===== src/rtl/mem_port_arbiter.sv =====
// Single RAM port shared by fetch (read-only) and load/store; grant is combinational, read data returns READ_LATENCY cycles after grant.
// Backpressure: a requester holds req/addr/data until it sees gnt; load/store wins unless fetch has waited MAX_LS_STREAK ls grants.
module mem_port_arbiter #(
  parameter int ADDR_W        = 16,
  parameter int DATA_W        = 32,
  parameter int READ_LATENCY  = 1,
  parameter int MAX_LS_STREAK = 3
) (
  input  logic                clk,
  input  logic                reset,
  input  logic                if_req,
  input  logic [ADDR_W-1:0]   if_addr,
  output logic                if_gnt,
  output logic                if_rvalid,
  output logic [DATA_W-1:0]   if_rdata,
  input  logic                flush,
  input  logic                ls_req,
  input  logic                ls_we,
  input  logic [ADDR_W-1:0]   ls_addr,
  input  logic [DATA_W-1:0]   ls_wdata,
  input  logic [DATA_W/8-1:0] ls_wmask,
  output logic                ls_gnt,
  output logic                ls_rvalid,
  output logic [DATA_W-1:0]   ls_rdata,
  output logic [ADDR_W-1:0]   ram_addr,
  output logic                ram_we,
  output logic [DATA_W-1:0]   ram_wdata,
  output logic [DATA_W/8-1:0] ram_wmask,
  input  logic [DATA_W-1:0]   ram_rdata,
  output logic                busy
);

  localparam logic [3:0] STREAK_MAX = 4'(MAX_LS_STREAK);

  typedef struct packed {
    logic vld;
    logic own_if;
  } trk_t;

  trk_t [READ_LATENCY-1:0] trk;
  trk_t                    trk_last;
  logic [3:0]              streak;
  logic                    fetch_ok;
  logic                    force_if;
  logic                    rd_issue;
  logic                    any_vld;

  // Fetch is forced only once load/store has used up its streak while fetch was waiting.
  always_comb begin
    fetch_ok = if_req & ~flush;
    force_if = ls_req & fetch_ok & (streak == STREAK_MAX);
    if_gnt   = ~reset & fetch_ok & (force_if | ~ls_req);
    ls_gnt   = ~reset & ls_req & ~force_if;
    rd_issue = if_gnt | (ls_gnt & ~ls_we);
  end

  always_comb begin
    ram_addr  = '0;
    ram_we    = 1'b0;
    ram_wdata = '0;
    ram_wmask = '0;
    if (if_gnt) begin
      ram_addr = if_addr;
    end else if (ls_gnt) begin
      ram_addr  = ls_addr;
      ram_we    = ls_we;
      ram_wdata = ls_wdata;
      ram_wmask = ls_wmask;
    end
  end

  always_ff @(posedge clk) begin
    if (reset) begin
      streak <= '0;
    end else if (if_gnt || !if_req) begin
      streak <= '0;
    end else if (ls_gnt && streak != STREAK_MAX) begin
      streak <= streak + 4'd1;
    end
  end

  // Flush kills fetch-owned entries as they shift, so none survive past the flush cycle.
  always_ff @(posedge clk) begin
    if (reset) begin
      trk <= '0;
    end else begin
      trk[0].vld    <= rd_issue;
      trk[0].own_if <= if_gnt;
      for (int i = 1; i < READ_LATENCY; i++) begin
        trk[i].vld    <= trk[i-1].vld & ~(flush & trk[i-1].own_if);
        trk[i].own_if <= trk[i-1].own_if;
      end
    end
  end

  always_comb begin
    trk_last  = trk[READ_LATENCY-1];
    if_rvalid = ~reset & trk_last.vld & trk_last.own_if & ~flush;
    ls_rvalid = ~reset & trk_last.vld & ~trk_last.own_if;
    if_rdata  = ram_rdata;
    ls_rdata  = ram_rdata;
    any_vld   = 1'b0;
    for (int i = 0; i < READ_LATENCY; i++) begin
      any_vld = any_vld | trk[i].vld;
    end
    busy = ~reset & any_vld;
  end

endmodule

===== config.mk =====
export PLATFORM = sky130hd
export DESIGN_NAME = mem_port_arbiter
export DESIGN_NICKNAME = d
export VERILOG_FILES = /design/src/rtl/mem_port_arbiter.sv
export SDC_FILE = /design/constraint.sdc
export NUM_CORES = 1
export LEC_CHECK = 0
export ABC_CLOCK_PERIOD_IN_PS = 2500
export BUFFER_PORTS_ARGS = -buffer_cell sky130_fd_sc_hd__buf_2
export CAP_MARGIN = 20
export CORE_AREA = 2 2 89 91
export DETAILED_ROUTE_END_ITERATION = 16
export DIE_AREA = 0 0 91 93
export GPL_ROUTABILITY_DRIVEN = 1
export PLACE_DENSITY_LB_ADDON = 0.1
export SETUP_SLACK_MARGIN = 0.15
export SKIP_LAST_GASP = 1
export SLEW_MARGIN = 30
export SYNTH_ARGS = -nofsm -noshare
export SYNTH_HDL_FRONTEND = slang
export SYNTH_SLANG_ARGS = --single-unit

===== constraint.sdc =====
create_clock -name clk -period 2.5 [get_ports clk]
set_input_delay 0.5 -clock clk [delete_from_list [all_inputs] [get_ports clk]]
set_output_delay 0.5 -clock clk [all_outputs]
set_load 0.01 [all_outputs]

==> metrics <==
Placed Instances 324; Crit Path Class flop to output port; worst min path class primary input to flop; vias in the first global route 1201; final worst-path cycle share 0.9502; diode count 0; CTS root buf clkbuf_8; die area 0.008463 mm^2; global-route wire length before repair 6065 um; row count 32; Max clock buf depth 2; Via-to-Cell Ratio 3.804; GP Congestion 0.6858; Tot Pwr 0.4334 mW; clock period minus worst slack 2.376 ns; Final Skew 0.0008282 ns; status finished clean; Seq/Total Area, Yosys 0.09846; Worst-path clk slew 0.04 ns; crit path max fanout 9; Post-synth top cells buf_4 (64), and2_1 (37), a22o_1 (16); largest cells by area after synthesis buf_4 (39%), and2_1 (19%), a22o_1 (11%), dfxtp_1 (9.8%), a211oi_1 (2.5%); Synth area leader buf_4; Slew HR 0.7504; Post-synth EDFFs 0; post-DP HPWL 3296 um; hold_ws 0.5206 ns; prevailing post-synth register cell dfxtp_1; RSZ-0062 raised after global routing true; WL/cell 12.44 um; most numerous cell in the Yosys netlist buf_4; VDD IR max 0.1050 mV; fill cell count 881; 1st-iter DRT viols 10; Max-Cap Viols 0; total CTS buffers 3; nets 339; clock sinks 6; post-route non-filler standard cell count 332; port buffer count 131; clock network latency to the later pin of the worst-skew pair 0.22 ns; Critical Path RT 2.00 ns; DRT Wirelength 4130 um; initial antenna violation count 0; Pwr Density 257.7 mW/mm^2; critical path startpoint category flop; Synth Cell Area 0.001220 mm^2; Final Util 0.2234; Async SR Flop Fraction 0; DRT Pass-1 Iters 2; YS warnings 0; Distinct cells, synth 27; Tot GR Track Use 0.08867; core area 0.007527 mm^2; critical-path cell list ha_4, or3b_4, a211oi_4, buf_6, buf_12, a22o_1, buf_2; io pins 228; Vias 1263; Die Y 93 um; # DRC 0; Worst Path Arrival 1.88 ns; Syn Inst Count 158; crit-path max cell delay 0.39 ns; synth-to-layout area growth 37.85%; slowest cell on the critical path or3b_4; critical path endpoint category output port; Worst-Margin Slew 0.3744 ns; setup TNS 0 ns; number of H-tree levels 1; CTS tree done; area of the multi-input gates 606.8 um^2; Initial Util 0.1621; die width 91 um; Fin. Hold Viols 0; grt ovf 0; syn_nets 265; final setup vio count 0; synthesized flop and latch total 6; Highest Clock Rate 421.0 MHz; antenna-violating nets left 0; Slew Viols, Final 0; Leakage Power 0.9686 nW; syn avg cell area 7.721 um^2; Synth top area share 0.3938; register area 127.6 um^2; ratio of cells with drive above 1 in the final layout 0.6522; largest net degree at the start of global routing 56
[timing repair]
item,4_1_cts,5_1_grt
pin swaps,2,0
gates resized for setup,8,2
cloned,1,0
endpoints found under the setup margin,54,17
setup buffers,4,0
hold buffers,0,0
[stage by stage]
step	cell area [um^2]	worst slack [ns]
finish	1682	0.1245
global route	1682	0.06628
CTS	1677	0.1137
detailed placement	1548	0.1804
global placement	1548	0.2170
floorplan	1220	0.3410
[routing by layer]
metal  vias to the layer above  track usage  share of wire
met5                         -            0              0
met4                         0      0.03788          0.030
met3                        16      0.04271           0.11
met2                       107       0.1488           0.47
met1                       532      0.09540           0.39
li1                        608            -              -
[registers in the layout (all words and copies together), names as in the netlist]
| register | cells |
|---|---|
| streak | 4 |
| any_vld | 1 |
| trk | 1 |
[path summary, 6_finish.rpt]
| path | start | to | slack (ns) | cells after the start |
|---|---|---|---|---|
| worst max-delay path | streak[1]$_SDFFE_PP0P_ | ram_addr[8] | 0.12 | 7 |
| worst min-delay path | flush | trk[0]$_SDFF_PP0_ | 0.52 | 2 |
| worst max register to register | streak[1]$_SDFFE_PP0P_ | any_vld$_SDFF_PP0_ | 0.91 | 7 |
| worst min register to register | streak[0]$_SDFFE_PP0P_ | streak[0]$_SDFFE_PP0P_ | 0.53 | 2 |
[power breakdown]
group          total, mW  internal (mW)  switching, mW  leakage, nW
combinational      0.186          0.102         0.0837        0.897
clock              0.150          0.104         0.0464       0.0216
sequential        0.0973         0.0963       0.000966       0.0503
[kinds of logic after synthesis]
group	Yosys count	share of synthesized area
compound gates	27	0.1887
fa+ha+maj	1	0.01025
buf+inv	72	0.4256
flops	6	0.09847
mux	1	0.008205
simple gates	51	0.2687
[critical path, delay by kind of cell (launching register included)]
family / cells / cell delay, ns
AOI/OAI and AO/OA: 2 / 0.36
adders and majority gates: 1 / 0.13
buffers and inverters: 3 / 0.41
DFF: 1 / 0.35
and+or+nand+nor: 1 / 0.39
[layout make-up]
| class | instances | area share |
|---|---|---|
| Multi-Input combinational cell | 80 | 0.3609 |
| Timing Repair Buffer | 139 | 0.4583 |
| Clock buffer | 3 | 0.02455 |
| Tap cell | 102 | 0.07589 |
| Inverter | 2 | 0.004464 |
| Sequential cell | 6 | 0.07589 |
[cells in the final DEF (no fill, tap or decap), types with 2 or more instances in the layout]
master,synthesis,final
nand2b_1,2,2
a22o_1,16,16
and2_1,37,37
inv_1,2,2
clkbuf_8,0,3
buf_12,0,2
buf_6,1,2
or3_1,2,2
dfxtp_1,6,4
a211oi_1,4,4
o21ai_0,3,3
dfxtp_4,0,2
nor2b_1,2,2
buf_4,64,4
buf_2,1,130
(Power assumes the default switching activity.)
